$ cat config.mk
export PLATFORM = sky130hd
export DESIGN_NAME = uart_cmd_parser
export DESIGN_NICKNAME = d
export VERILOG_FILES = /design/src/rtl/uart_cmd_parser.sv
export SDC_FILE = /design/constraint.sdc
export NUM_CORES = 1
export LEC_CHECK = 0
export ABC_AREA = 1
export ABC_CLOCK_PERIOD_IN_PS = 3410
export BUFFER_PORTS_ARGS = -buffer_cell sky130_fd_sc_hd__buf_4
export CAP_MARGIN = 10
export CELL_PAD_IN_SITES_DETAIL_PLACEMENT = 0
export CELL_PAD_IN_SITES_GLOBAL_PLACEMENT = 1
export CORE_MARGIN = 2
export CORE_UTILIZATION = 39
export DETAILED_ROUTE_END_ITERATION = 6
export PLACE_DENSITY_LB_ADDON = 0.1
export SYNTH_ARGS = -nofsm -noshare
export SYNTH_HDL_FRONTEND = slang
export SYNTH_SLANG_ARGS = --single-unit
$ cat constraint.sdc
create_clock -name clk -period 3.41 [get_ports clk]
set_input_delay 0.682 -clock clk [delete_from_list [all_inputs] [get_ports clk]]
set_output_delay 0.682 -clock clk [all_outputs]
set_load 0.01 [all_outputs]
$ cat src/rtl/uart_cmd_parser.sv
// UART command-frame parser: AA 55 CMD LEN payload CHK -> command held for a ready/valid handshake.
// Define UART_CMD_CHKSUM_EN to enforce the CHK byte; otherwise it is consumed without comparison.
module uart_cmd_parser #(
    parameter int UART_CLK_MHZ = 50,
    parameter int MAX_PAYLOAD  = 16,
    parameter int TIMEOUT_US   = 1000
) (
    input  logic                     clk,
    input  logic                     rst,
    input  logic [7:0]               rx_data_i,
    input  logic                     rx_int_i,
    output logic                     cmd_valid_o,
    input  logic                     cmd_ready_i,
    output logic [7:0]               cmd_id_o,
    output logic [4:0]               cmd_len_o,
    output logic [8*MAX_PAYLOAD-1:0] cmd_payload_o,
    output logic                     frame_err_o,
    output logic [1:0]               err_code_o,
    output logic                     overrun_o,
    output logic                     busy_o
);
    localparam int TIMEOUT_CYCLES = TIMEOUT_US * UART_CLK_MHZ;
    localparam int TW             = $clog2(TIMEOUT_CYCLES + 1);

    typedef enum logic [2:0] {IDLE, HDR2, CMD, LEN, PAYLOAD, CHK, HOLD} state_t;

    state_t        state, state_nxt;
    logic          rx_q1, rx_q2, strobe;
    logic [TW-1:0] timer;
    logic [4:0]    idx;
    logic          timer_run, expired, chk_ok, abort;
    logic [1:0]    abort_code;

    // NOTE: sequential state uses non-blocking assignments so every flop samples pre-edge values.
    always_ff @(posedge clk) begin
        if (rst) begin
            rx_q1 <= 1'b0;
            rx_q2 <= 1'b0;
        end else begin
            rx_q1 <= rx_int_i;
            rx_q2 <= rx_q1;
        end
    end

    assign strobe    = rx_q1 & ~rx_q2;
    assign timer_run = state inside {HDR2, CMD, LEN, PAYLOAD, CHK};
    // A strobe landing on the expiry cycle wins, so expiry is masked by it.
    assign expired   = timer_run && !strobe && (timer == TW'(TIMEOUT_CYCLES - 1));

    always_ff @(posedge clk) begin
        if (rst || strobe || !timer_run || expired) timer <= '0;
        else                                        timer <= timer + TW'(1);
    end

`ifdef UART_CMD_CHKSUM_EN
    logic [7:0] sum;

    always_ff @(posedge clk) begin
        if (rst) begin
            sum <= '0;
        end else if (strobe) begin
            case (state)
                CMD:          sum <= rx_data_i;
                LEN, PAYLOAD: sum <= sum + rx_data_i;
                default:      ;
            endcase
        end
    end

    assign chk_ok = (sum == rx_data_i);
`else
    assign chk_ok = 1'b1;
`endif

    always_ff @(posedge clk) begin
        if (rst) state <= IDLE;
        else     state <= state_nxt;
    end

    // NOTE: every variable written here gets a default first so no latch is inferred.
    always_comb begin
        state_nxt  = state;
        abort      = 1'b0;
        abort_code = 2'd0;
        if (expired) begin
            state_nxt  = IDLE;
            abort      = 1'b1;
            abort_code = 2'd3;
        end else if (strobe) begin
            case (state)
                IDLE: if (rx_data_i == 8'hAA) state_nxt = HDR2;
                HDR2: begin
                    if (rx_data_i == 8'h55)      state_nxt = CMD;
                    else if (rx_data_i != 8'hAA) state_nxt = IDLE;
                end
                CMD:  state_nxt = LEN;
                LEN: begin
                    if (rx_data_i > 8'(MAX_PAYLOAD)) begin
                        state_nxt  = IDLE;
                        abort      = 1'b1;
                        abort_code = 2'd1;
                    end else if (rx_data_i == 8'd0) begin
                        state_nxt = CHK;
                    end else begin
                        state_nxt = PAYLOAD;
                    end
                end
                PAYLOAD: if (idx == cmd_len_o - 5'd1) state_nxt = CHK;
                CHK: begin
                    if (chk_ok) begin
                        state_nxt = HOLD;
                    end else begin
                        state_nxt  = IDLE;
                        abort      = 1'b1;
                        abort_code = 2'd2;
                    end
                end
                default: ;
            endcase
        end
        if (state == HOLD && cmd_ready_i) state_nxt = IDLE;
    end

    always_comb begin
        cmd_valid_o = 1'b0;
        busy_o      = 1'b0;
        if (state == HOLD) cmd_valid_o = 1'b1;
        if (state != IDLE) busy_o = 1'b1;
    end

    // NOTE: the payload store is reset explicitly because it drives outputs that must read zero after reset.
    always_ff @(posedge clk) begin
        if (rst) begin
            frame_err_o   <= 1'b0;
            err_code_o    <= 2'd0;
            overrun_o     <= 1'b0;
            cmd_id_o      <= '0;
            cmd_len_o     <= '0;
            cmd_payload_o <= '0;
            idx           <= '0;
        end else begin
            frame_err_o <= abort;
            overrun_o   <= strobe && (state == HOLD);
            if (abort) err_code_o <= abort_code;
            if (strobe) begin
                case (state)
                    CMD: begin
                        cmd_id_o      <= rx_data_i;
                        cmd_payload_o <= '0;
                    end
                    LEN: begin
                        if (rx_data_i <= 8'(MAX_PAYLOAD)) cmd_len_o <= rx_data_i[4:0];
                        idx <= '0;
                    end
                    PAYLOAD: begin
                        cmd_payload_o[{idx, 3'b000} +: 8] <= rx_data_i;
                        idx <= idx + 5'd1;
                    end
                    default: ;
                endcase
            end
        end
    end

endmodule

* Word-level counts from Yosys, hierarchy flattened *
Index checks and enable logic that the tools add are counted.

cells by class
  $add $sub $neg = 4
  order comparisons = 2
  equality and inequality tests = 14
  shifts and indexed selects = 2
  muxes and demuxes = 20
  bitwise logic cells = 2
  reductions and logical operators = 22

operators by type and width
  cell                                                                              count
  128-bit case mux with 2 select lines                                              1
  128-bit bitwise mux                                                               1
  8-bit by 10-bit variable shift with 128-bit output, first input constant          1
  8-bit by 10-bit variable part select with 128-bit output                          1
  3-bit case mux with 6 select lines                                                1
  16-bit by 1-bit adder with 16-bit output, second input constant                   1
  16-bit equality test, second input constant                                       1
  3-bit 2-to-1 mux                                                                  5
  1-bit 2-to-1 mux                                                                  10
  8-bit negation with 10-bit output                                                 1
  5-bit case mux with 2 select lines                                                1
  3-bit equality test, second input constant                                        3
  8-bit by 7-bit equality test with 1-bit output, second input constant             1
  8-bit equality test, second input constant                                        1
  8-bit by 5-bit greater-than comparator with 1-bit output, second input constant   1
  8-bit by 5-bit less-or-equal comparator with 1-bit output, second input constant  1
  8-bit zero test                                                                   1
  8-bit inequality test, second input constant                                      1
  3-bit by 2-bit equality test with 1-bit output, second input constant             2
  2-bit AND reduction                                                               3
  6-bit nonzero test                                                                1
  5-bit by 1-bit adder with 5-bit output, second input constant                     1
  5-bit equality test                                                               1
  5-bit AND reduction                                                               1
  other kinds (17)                                                                  24

word-level totals
  flip-flop bits (word level) = 171
  input port bits = 12
  output and inout port bits = 147
  logic and storage cells = 77

* Logic depth before layout (Yosys ltp) *
  word-level depth = 6
  gate-level depth with buffers = 15

* Worst setup path after synthesis *
Ideal clock, no wire load.

  path type = reg2reg
  start = reg idx[0]
  end = reg cmd_payload_o[78]
  library setup time = 0.132 ns
  arrival time = 2.272 ns
  data required time = 3.278 ns
  path slack = 1.006 ns
  cell stages (with the launch flop) = 14
  buffers on the path = 3
  path through = dfxtp_1 -> buf_2 -> inv_2 -> buf_2 -> buf_2 -> ha_1 -> nand3_1 -> nand2_1 -> inv_2 -> nand2_2 -> nor2_2 -> nand2_1 -> nand3_1 -> a21oi_1

on the way
  cells in the longest elaborated chain, start to end = 4

ends and longest elaborated chain
  element                                                                                                                         RTL line  RTL
  from (decl)                                                                                                                     30        logic [4:0] idx;
  from (signal assigned)                                                                                                          157       idx <= idx + 5'd1;
  8-bit negation with 10-bit output *                                                                                             156       cmd_payload_o[{idx, 3'b000} +: 8] <= rx_data_i;
  8-bit by 10-bit variable part select with 128-bit output or 8-bit by 10-bit variable shift with 128-bit output (tied branches)  156
  128-bit bitwise mux *                                                                                                           156
  128-bit case mux with 2 select lines *                                                                                          146       case (state)
  to (signal, indexed assignment)                                                                                                 156
  to (decl)                                                                                                                       16        output logic [8*MAX_PAYLOAD-1:0] cmd_payload_o,

Mark *: on every way between the ends. The rest lies on a longest branch, timed or not.
A chain may end at the register's enable or synchronous reset.

* Final worst setup path *
  start = reg idx[0]
  end = reg cmd_payload_o[120]

Same word-level chain as after synthesis.

==> impl_results.rst <==
.. list-table::
   :header-rows: 1

   * - Metric
     - Value
   * - Run status
     - finished, final reports clean
   * - Total power of the final layout
     - 4.15 mW
   * - Cell area after technology mapping
     - 7620 sq um
   * - Critical R2R Launch
     - idx[0]$_SDFFE_PP0P_
   * - Root cell of the clock tree
     - clkbuf_16
   * - Kind of end point of the critical path
     - flop
   * - Hold wc startpoint
     - timer[0]$_SDFF_PP0_
   * - Initial Utilization
     - 39.4%
   * - Antenna cells
     - 0
   * - Detail-routed via count per cell
     - 5.09
   * - Relative slew slack
     - 47.1%
   * - Routed via count
     - 7,538
   * - Number of buffers inserted for hold repair after clock tree synthesis
     - 0
   * - Placed Area
     - 8980 sq um
   * - Least setup slack across all paths after layout
     - 0.844 ns
   * - Worst Skew
     - 0.0103 ns
   * - RSZ-0062 raised after global routing
     - no
   * - Data required time of the critical path
     - 3.76 ns
   * - Clock buffer depth
     - 2
   * - Post-synthesis compound-gate area fraction
     - 11.0%
   * - Met1 Resource Use GR
     - 33.0%
   * - Final hold viol count
     - 0
   * - Area growth, synth to finish
     - 26.0%
   * - Max VDD drop
     - 313 uV
   * - Mapped Nets
     - 1,090
   * - First-pass iteration count of the detailed router
     - 5
   * - Leakage component of the power
     - 3.70 nW
   * - Part of the Yosys area used for sequential elements
     - 44.9%
   * - Half-perimeter wire length after placement
     - 16,700 um
   * - TritonCTS Sinks
     - 171
   * - Mean post-synth cell area
     - 7.11 sq um
   * - Floorplan core area
     - 19,300 sq um
   * - GR Layer Usage met3
     - 4.37%
   * - Endpoint arrival time on the critical path
     - 2.92 ns
   * - Pin count of the biggest net entering global routing
     - 73
   * - Slew at the pin with the worst max-slew slack
     - 0.794 ns
   * - Final clock period utilization by the worst path
     - 75.2%
   * - Achievable clock frequency
     - 390 MHz
   * - Critical Setup Path Class
     - flop to flop
   * - Synth Area in Adders
     - 0.985%
   * - Share of post-route cells with drive strength above 1
     - 19.4%
   * - Clock Pin Slew Worst Setup and Hold Paths
     - 0.07 ns
   * - Number of remaining DRC errors
     - 0
   * - Remaining antenna violation count
     - 0
   * - Summed negative setup slack over all endpoints
     - 0 ns
   * - Count of nets after finishing
     - 1,221
   * - Count of cell types in the netlist
     - 33
   * - Y dimension of the die
     - 144 um
   * - Number of H-tree levels
     - 4
   * - Count of state elements after synthesis
     - 171
   * - Met2 demand-to-capacity share in global routing
     - 36.7%
   * - Width of the die
     - 144 um
   * - CP Max Fanout
     - 24
   * - Routability-driven placement congestion ratio
     - 0.817
   * - Via count of the first global-routing pass
     - 6,996
   * - Pre-CTS WS
     - 0.885 ns
   * - Mux contribution to synthesized area
     - 0%
   * - Fill cell count
     - 2,044
   * - Overall overflow remaining after global route
     - 0
   * - Max_cap viols
     - 0
   * - Post-route design area
     - 9610 sq um
   * - Power per standard cell area
     - 432 nW/um^2
   * - Mapped Cells
     - 1,072
   * - Clock latency at the later pin of the worst-skew pair
     - 0.43 ns
   * - Area enclosed by the die boundary
     - 20,700 sq um
   * - Number of antenna violations at the first check in global routing
     - 0
   * - Number of input and output port buffers inserted
     - 158
   * - Crit path launch type
     - flop
   * - Largest family of logic cells by synthesized area
     - simple AND/OR/NAND/NOR gates
   * - Final Slew Violations
     - 0
   * - Post-CTS Setup Repair Bufs
     - 0
   * - Shortest clock period the worst path allows after layout
     - 2.57 ns
   * - Endpoints failing setup
     - 0
   * - Global-route wire length before repair
     - 37,500 um
   * - Post-Synth Simple-Gate Area
     - 35.0%
   * - Post-cts gate resize count
     - 0
   * - Total routed wirelength
     - 23,900 um
   * - Top Usage Layer GRT
     - met2
   * - Num rows
     - 51
   * - Source of the critical timing path
     - idx[0]$_SDFFE_PP0P_
   * - Number of buffers created by CTS
     - 17
   * - Detail-routed net length per standard cell
     - 16.1 um
   * - First DRT Iteration DRCs
     - 475
   * - IO Pins
     - 159
   * - Share of the core filled with cells in the final layout
     - 49.7%
   * - CTS tree
     - built
   * - Synthesis Warnings
     - 0
   * - Classification of the worst-slack hold path
     - flop to flop
   * - Global Route Usage Sum
     - 23.1%
   * - Xor and xnor fraction of the mapped netlist area
     - 1.17%
==> worst max-delay path, stage by stage (launching register included) <==
cell      delay [ns]
dfxtp_1         0.32
inv_2           0.32
ha_1            0.36
xor2_4          0.31
nand2_2         0.25
clkinv_2        0.18
nand2_4         0.13
nor2_4          0.33
nand3_1         0.13
a21oi_1         0.16
==> cell usage in the layout (no fill, tap or decap), types with 2 or more instances in the layout <==
cell type,count
o21ai_0,17
nor2_2,10
clkbuf_16,17
nor2_4,2
xor2_1,4
nand4_1,39
ha_1,6
nand3_1,166
a21oi_1,146
nor3b_1,3
dfxtp_1,171
inv_2,5
inv_8,3
a31oi_1,2
clkinv_4,2
clkinv_2,3
nor3_1,18
clkinvlp_4,2
or2_2,2
nor4_1,3
bufinv_16,3
buf_4,169
inv_1,70
inv_6,2
nand2_1,210
nand2_2,9
nand2_4,2
xnor2_1,3
nor2_1,120
==> flip-flops by register name, indices dropped and copies added, names as in the netlist, 2 cells and up <==
signal         cells
err_code_o         2
idx                5
state              3
cmd_len_o          5
cmd_payload_o    128
cmd_id_o           8
timer             16
==> worst paths after layout <==
path | end | slack (ns) | cells past startpoint
setup reg to reg | cmd_payload_o[120]$_SDFFE_PP0P_ | 0.84 | 9
hold reg to reg | timer[0]$_SDFF_PP0_ | 0.45 | 1
setup / recovery | cmd_payload_o[120]$_SDFFE_PP0P_ | 0.84 | 9
hold / removal | timer[0]$_SDFF_PP0_ | 0.45 | 1
==> power by group <==
part	internal, mW	switching, mW	leakage (nW)	total, mW
clock network	1.19	0.879	0.303	2.07
logic	0.0177	0.0677	2.02	0.0854
registers	2.00	0.000760	1.38	2.00
total	3.21	0.947	3.70	4.15
==> final cells by class <==
cell class	instances	area (sq um)	share of cell area [%]
inverters	76	287	2.98
repair buffers	169	1270	13.2
flip-flops and latches	171	3420	35.6
clock buffers	18	439	4.57
well taps	265	332	3.45
clock inverters	14	184	1.91
multi-input cells	768	3670	38.2
==> Yosys cell counts <==
master	n	area (sq um)
nand2_1	210	788
dfxtp_1	171	3420
nand3_1	166	831
a21oi_1	146	731
nor2_1	120	450
inv_1	70	263
nand4_1	39	244
clkbuf_1	34	128
nor3_1	18	90.1
o21ai_0	17	85.1
buf_2	12	60.1
nor2_2	10	62.6
nand2_2	9	56.3
buf_1	8	30.0
ha_1	6	75.1
inv_2	5	18.8
xor2_1	4	35.0
nor3b_1	3	22.5
nor4_1	3	18.8
xnor2_1	3	26.3
a31oi_1	2	12.5
buf_6	2	22.5
nand2_4	2	22.5
nor2_4	2	22.5
or2_2	2	12.5
a211oi_1	1	7.51
buf_4	1	7.51
clkinv_2	1	5.00
nand3_2	1	10.0
nor2b_1	1	6.26
nor3_2	1	10.0
nor3b_4	1	18.8
xor2_4	1	27.5
==> metrics by stage <==
| step | hold WS [ns] | instances |
|---|---|---|
| after floorplan | 0.418 | 1072 |
| final | 0.448 | 1481 |
| after CTS | 0.445 | 1481 |
| after detailed placement | 0.438 | 1449 |
| after global placement | 0.435 | 1449 |
| after global routing | 0.461 | 1481 |
==> kinds of logic (layout without fill, tap and decap cells) <==
family                   after synthesis  count (layout)
buffers and inverters                133             277
flip-flops                           171             171
XOR/XNOR                               8               8
AO/OA/AOI/OAI                        166             166
AND/OR/NAND/NOR                      588             588
adder cells (fa/ha/maj)                6               6
==> metal layers <==
metal	wire, um	vias up	share of wire, %
met4	184	0	0.77
met5	0	-	0
li1	-	3840	-
met1	11400	3481	48
met2	11200	203	47
met3	1070	14	4.5
No activity file was read; power rests on OpenSTA's default activity.
